==> src/rtl/seg_scan.sv <==
// Six-digit multiplexed 7-segment driver with per-slot blanking, blink and
// frame-coherent snapshot of the displayed data.
module seg_scan #(
   parameter int SCAN_DIV  = 50000,
   parameter int BLANK_CYC = 500,
   parameter int BLINK_DIV = 25000000
) (
   input  logic       clk,
   input  logic       rst,
   input  logic [6:0] seg_s1,
   input  logic [6:0] seg_s10,
   input  logic [6:0] seg_m1,
   input  logic [6:0] seg_m10,
   input  logic [6:0] seg_h1,
   input  logic [6:0] seg_h10,
   input  logic [5:0] dp_mask,
   input  logic [5:0] blink_mask,
   output logic [6:0] seg_out,
   output logic       dp_out,
   output logic [5:0] digit_en,
   output logic       frame_tick
);

   localparam int CW = (SCAN_DIV > 1) ? $clog2(SCAN_DIV) : 1;
   localparam int BW = (BLINK_DIV > 1) ? $clog2(BLINK_DIV) : 1;
   localparam logic [CW-1:0] C_LAST = CW'(SCAN_DIV - 1);
   localparam logic [BW-1:0] B_LAST = BW'(BLINK_DIV - 1);

   typedef enum logic {ST_BLANK, ST_SHOW} state_t;

   state_t          st_q, st_d;
   logic [CW-1:0]   c_q, c_d;
   logic [2:0]      idx_q, idx_d;
   logic [BW-1:0]   bc_q, bc_d;
   logic            ph_q, ph_d;
   logic [5:0][6:0] seg_in, snap_seg_q;
   logic [5:0]      snap_dp_q, snap_bl_q;
   logic            snap_ph_q;
   logic            slot_wrap, frame_wrap, mute;

   assign seg_in     = {seg_h10, seg_h1, seg_m10, seg_m1, seg_s10, seg_s1};
   assign slot_wrap  = (c_q == C_LAST);
   assign frame_wrap = slot_wrap && (idx_q == 3'd5);

   always_comb begin
      c_d   = slot_wrap ? '0 : c_q + 1'b1;
      idx_d = frame_wrap ? 3'd0 : (slot_wrap ? idx_q + 3'd1 : idx_q);
      bc_d  = (bc_q == B_LAST) ? '0 : bc_q + 1'b1;
      ph_d  = (bc_q == B_LAST) ? ~ph_q : ph_q;
   end

   // Decide state from the counter value being loaded so SHOW lines up with c.
   always_comb begin
      st_d = st_q;
      case (st_q)
         ST_BLANK: if (int'(c_d) >= BLANK_CYC) st_d = ST_SHOW;
         ST_SHOW:  if (slot_wrap && (BLANK_CYC > 0)) st_d = ST_BLANK;
         default:  st_d = ST_BLANK;
      endcase
   end

   always_comb begin
      digit_en   = '0;
      seg_out    = '0;
      dp_out     = 1'b0;
      frame_tick = frame_wrap;
      mute       = snap_bl_q[idx_q] & snap_ph_q;
      if (st_q == ST_SHOW) begin
         digit_en = 6'd1 << idx_q;
         if (!mute) begin
            seg_out = snap_seg_q[idx_q];
            dp_out  = snap_dp_q[idx_q];
         end
      end
   end

   always_ff @(posedge clk) begin
      if (!rst) begin
         st_q       <= ST_BLANK;
         c_q        <= '0;
         idx_q      <= 3'd0;
         bc_q       <= '0;
         ph_q       <= 1'b0;
         snap_seg_q <= seg_in;
         snap_dp_q  <= dp_mask;
         snap_bl_q  <= blink_mask;
         snap_ph_q  <= 1'b0;
      end else begin
         st_q  <= st_d;
         c_q   <= c_d;
         idx_q <= idx_d;
         bc_q  <= bc_d;
         ph_q  <= ph_d;
         // New frame data is captured on the same edge that returns to digit 0.
         if (frame_wrap) begin
            snap_seg_q <= seg_in;
            snap_dp_q  <= dp_mask;
            snap_bl_q  <= blink_mask;
            snap_ph_q  <= ph_q;
         end
      end
   end

endmodule

==> config.mk <==
export PLATFORM = sky130hd
export DESIGN_NAME = seg_scan
export DESIGN_NICKNAME = d
export VERILOG_FILES = /design/src/rtl/seg_scan.sv
export SDC_FILE = /design/constraint.sdc
export NUM_CORES = 1
export LEC_CHECK = 0
export ABC_AREA = 1
export BUFFER_PORTS_ARGS = -buffer_cell sky130_fd_sc_hd__buf_2
export CORE_AREA = 4 4 108 84
export DETAILED_ROUTE_END_ITERATION = 10
export DIE_AREA = 0 0 112 88
export PLACE_DENSITY = 0.82
export SKIP_CTS_REPAIR_TIMING = 1
export SLEW_MARGIN = 20
export SYNTH_ARGS = -nofsm -noshare
export SYNTH_HDL_FRONTEND = slang
export SYNTH_SLANG_ARGS = --single-unit
==> constraint.sdc <==
create_clock -name clk -period 7.1 [get_ports clk]
set_input_delay 0.355 -clock clk [delete_from_list [all_inputs] [get_ports clk]]
set_output_delay 0.355 -clock clk [all_outputs]
set_load 0.1 [all_outputs]
# Word level (Yosys, flattened, before mapping)

Cells that the tools add are included.

Logic and storage cells: 52
Memories kept: 0
Bits in latches: 0
Input port bits: 56
Bits in writable memories: 0
Register bits: 101
Output and inout port bits: 15
ROM bits: 0

Muxes and demuxes: 21
Equal/unequal tests: 4
Divide/modulo/power cells: 0
Multipliers: 0
Add/subtract/negate cells: 3
Bitwise logic cells: 4
Order comparisons: 2
Reductions and logical operators: 3
Shift operators: 1

Operators with widths:

| kind                                                  | number |
|---|---|
| two-way mux 42 bit                                    | 2 |
| two-way mux 6 bit                                     | 5 |
| adder 25 x 1 -> 25 bit (second input constant)        | 1 |
| equality test 25 bit (second input constant)          | 1 |
| binary-select mux 7 bit (select 3 bit)                | 1 |
| two-way mux 7 bit                                     | 3 |
| adder 16 x 1 -> 16 bit (second input constant)        | 1 |
| equality test 16 bit (second input constant)          | 1 |
| >= comparator 16 x 9 -> 1 bit (second input constant) | 1 |
| two-way mux 16 bit                                    | 1 |
| binary-select mux 1 bit (select 3 bit)                | 2 |
| two-way mux 1 bit                                     | 6 |
| left shift 1 x 3 -> 6 bit (first input constant)      | 1 |
| < comparator 3 x 4 -> 1 bit (second input constant)   | 1 |
| OR reduction 2 bit                                    | 2 |
| adder 3 x 1 -> 3 bit (second input constant)          | 1 |
| equality test 3 bit (second input constant)           | 1 |
| inverter 1 bit                                        | 3 |
| != test 2 x 1 -> 1 bit (second input constant)        | 1 |
| case mux 1 bit (2 select lines)                       | 1 |
| AND 1 bit                                             | 1 |
| logical AND 1 bit                                     | 1 |

# Longest topological paths before layout

Word-level depth: 5
Gate-level depth with buffers: 11
Gate-level depth less buffers: 11

# Worst setup path before layout

No wires, ideal clock.

Kind: reg2out
Start point: register idx_q[1]
End point: output dp_out
Slack: 3.539 ns
Cell stages (with the launch flop): 6
Data arrival time: 3.206 ns
Data required time: 6.745 ns
Cell sequence: dfxtp_1 > buf_2 > nor2_1 > o21ai_0 > o21ai_0 > nor3b_1

Cells in the longest elaborated chain, start to end: 5
Elaborated cells on any way between the ends: 7
Classes of those cells: mux: 6; bitwise: 1

Ends and longest elaborated chain:

| what                                    | RTL line | source |
|---|---|---|
| start, declared                         | 33       | `logic [2:0] idx_q, idx_d;` |
| start signal, assigned                  | 91       | `idx_q <= idx_d;` |
| binary-select mux 1 bit (select 3 bit)  | 67       | `mute = snap_bl_q[idx_q] & snap_ph_q;` |
| two-way mux 1 bit (implied by the code) | 67       |  |
| AND 1 bit                               | 67       |  |
| two-way mux 1 bit (*)                   | 70       | `if (!mute) begin` |
| two-way mux 1 bit (*)                   | 68       | `if (st_q == ST_SHOW) begin` |
| end, declared                           | 19       | `output logic dp_out,` |

Mark *: on every way between the ends. The rest lies on a longest branch, timed or not. The select of a mux whose other input is x is not followed.

# Worst setup path in the final report

Start point: register idx_q[1]
End point: output seg_out[2]

Cells in the longest elaborated chain, start to end: 5
Elaborated cells on any way between the ends: 7
Classes of those cells: mux: 6; bitwise: 1

Ends and longest elaborated chain:

| what                                    | RTL line | source |
|---|---|---|
| binary-select mux 1 bit (select 3 bit)  | 67       |  |
| two-way mux 1 bit (implied by the code) | 67       |  |
| AND 1 bit                               | 67       |  |
| two-way mux 7 bit (*)                   | 70       |  |
| two-way mux 7 bit (*)                   | 68       |  |
| end, declared                           | 18       | `output logic [6:0] seg_out,` |

Marks and branches as above.

==> key figures <==
Placed design
  • GPL Wtd Cong: 0.923
  • Post-DP HPWL: 7690 um
  • Port Buffers: 70

Pwr
  • Leakage: 2.12 nW
  • Reg power frac: 61.5%
  • Internal Power: 0.793 mW
  • VDD IR-drop max: 0.000192 V
  • PwrDens: 197 nW/um^2
  • Comb pwr share: 3.7%
  • Clk pwr share: 34.8%
  • Pwr Total: 1.05 mW
  • Sw Ratio: 24.4%
  • Switch Pwr: 0.256 mW

Global routing
  • Total GRT Usage: 22.3%
  • Overflow left after global routing: 0
  • Pin count of the biggest net entering global routing: 58
  • Vias in the first global route: 3677
  • Global-route wire length before repair: 17600 um
  • Initial antenna violation count: 0

Routing
  • Vias: 4009
  • 1st-pass router iterations: 5
  • WL met1: 4800 um
  • DR vias/cell: 5.45
  • 1st-iter DRT viols: 373
  • Routed wl met2: 4950 um
  • Routed length per placed instance: 14.6 um
  • DRT antenna net count: 0
  • Final wirelength: 10700 um
  • DR WL met3: 792 um
  • Top Metal Used: met4
  • DRC: 0

Yosys
  • Biggest area consumer among synthesized cells: edfxtp_1
  • Largest family of logic cells by synthesized area: simple AND/OR/NAND/NOR gates
  • Mux cell area share after synthesis: 0%
  • Simple-Gate Fraction of Synth Area: 29.5%
  • Post-synthesis adder-cell area fraction: 1.86%
  • Synth Area in Compound Gates: 6.36%
  • YS warnings: 0
  • Area contributors post-synth: edfxtp_1, dfxtp_1, nand2_1
  • XOR/XNOR share of the synthesized area: 2.24%
  • Register area share after synthesis: 54.5%
  • Top-area cell type share of the netlist area: 34.5%
  • Yosys reg bits: 101
  • EDFF count, synth: 54
  • Main flop type after synthesis: edfxtp_1
  • Synth Net Count: 616
  • Mapped Avg Cell Area: 8.50 sq um
  • Syn Std Cell Area: 4700 sq um
  • Post-Synthesis Cells: 553
  • Count of different cell masters after synthesis: 31
  • Top-count cell post-synth: nand2_1
  • Most frequent cells after synthesis: nand2_1, nor2_1, edfxtp_1, inv_1, dfxtp_1
  • Ys async rst share: 0%

STA
  • Final period util: 40.8%
  • Tmin final: 2900 ps
  • RSZ-0062 raised after global routing: false
  • Setup TNS: 0 ps
  • Slew headroom: 39.1%
  • Setup clock skew after layout: 8.16 ps
  • Final hold vios: 0
  • Setup violations, final: 0
  • Final Slew Violations: 0
  • FMAX: 345 MHz
  • Worst-Margin Slew: 913 ps

Floorplan
  • Initial core utilization: 59.6%
  • # rows: 28
  • Die H: 88 um
  • Die area: 9860 sq um
  • Chip Width: 112 um
  • Ports: 71
  • Floorplan Core Area: 7880 sq um

CTS
  • CTS Buffer Depth: 2
  • Clock sink total: 101
  • H-tree depth: 3
  • Clock-pin slew on the worst setup and hold paths: 110 ps
  • CTS buffer count: 9
  • Clock latency at the later pin of the worst-skew pair: 390 ps
  • CTS tree: yes
  • Clk root buf: clkbuf_8

Finish
  • Share of cells above drive strength 1: 17.3%
  • NumNets Final: 688
  • Reg area: 2560 sq um
  • ANT cells: 0
  • Layout fillers: 628
  • Synth-to-Final Area Change: 13.5%
  • Area of the multi-input gates: 1880 sq um

Worst setup path
  • Critical path type: reg2out
  • CP required: 6740 ps
  • CP arrival: 2540 ps
  • Critical Path Start Type: flop
  • Critical Path Fanout Max: 15
  • Worst Setup End Kind: primary output

Flow run
  • Max Cap Viol: 0

Status
  • Status: completed

Hold path
  • Hold WC Path Type: in2reg
==> power by group through the flow <==
stage | clock, mW | combinational, mW | sequential, mW
floorplan | 0 | 0.0181 | 0.656
global placement | 0 | 0.0377 | 0.658
detailed placement | 0 | 0.0390 | 0.658
CTS | 0.370 | 0.0392 | 0.645
global route | 0.396 | 0.0444 | 0.647
finish | 0.366 | 0.0390 | 0.645
==> final timing paths <==
check	startpoint	end	slack (ps)	cells past startpoint
max	idx_q[1]	seg_out[2]	4200	5
min	seg_s10[4]	snap_seg_q[11]	130	1
max reg2reg	idx_q[1]	snap_seg_q[23]	4770	5
min reg2reg	bc_q[24]	bc_q[24]	470	2
==> cells by family after synthesis <==
group                    count (synthesis)
XOR/XNOR                                12
flip-flops                             101
AND/OR/NAND/NOR                        312
adder cells (fa/ha/maj)                  7
buffers and inverters                   65
AO/OA/AOI/OAI                           56
==> metal layers <==
layer  global-route usage (%)  vias to the layer above
li1                         -                     1974
met1                     30.4                     1839
met2                     35.9                      174
met3                     5.52                       22
met4                     6.88                        0
met5                        0                        -
==> state kept, by name, summed over array words and instances, names as in the netlist <==
name	cells
ph_q	1
snap_dp_q	6
idx_q	3
st_q	1
bc_q	25
snap_ph_q	1
snap_seg_q	42
snap_bl_q	6
c_q	16
==> metrics by stage <==
| stage | setup slack, ps | cell area (sq um) | cells | hold WS (ps) | util (%) |
|---|---|---|---|---|---|
| finish | 4200 | 5330 | 735 | 134 | 67.7 |
| detailed placement | 4670 | 5140 | 719 | 464 | 65.2 |
| global placement | 4790 | 5140 | 719 | 445 | 65.2 |
| CTS | 4230 | 5330 | 735 | 123 | 67.7 |
| floorplan | 3540 | 4700 | 553 | 430 | - |
| global route | 3990 | 5330 | 735 | 105 | 67.7 |
==> cell usage in the layout, fill, tap and decap left out, drive strengths merged <==
master,Yosys,final
nand4,12,12
a21oi,28,28
o21ai,23,23
buf,9,72
xor2,9,9
nor2,85,85
or2,5,5
dfxtp,47,47
clkinv,1,1
ha,7,7
and3,1,1
xnor2,3,3
nor3b,9,9
clkbuf,2,9
o21bai,3,3
nand3,48,48
nor3,18,18
inv,53,60
edfxtp,54,54
o22ai,1,1
o211ai,1,1
nand2,134,134
==> final cells by class <==
type / count / share of cell area (%)
repair buffers: 72 / 6.85
flip-flops and latches: 101 / 48.0
clock inverters: 7 / 1.29
clock buffers: 9 / 2.32
inverters: 54 / 3.80
multi-input cells: 387 / 35.2
well taps: 105 / 2.46
==> worst max-delay path, stage by stage (launching register included) <==
cell     delay [ps]
dfxtp_1         510
nor2_1          490
o21ai_0         230
o21ai_0         250
nor3b_1         210
buf_2           460
(Power assumes the default switching activity.)
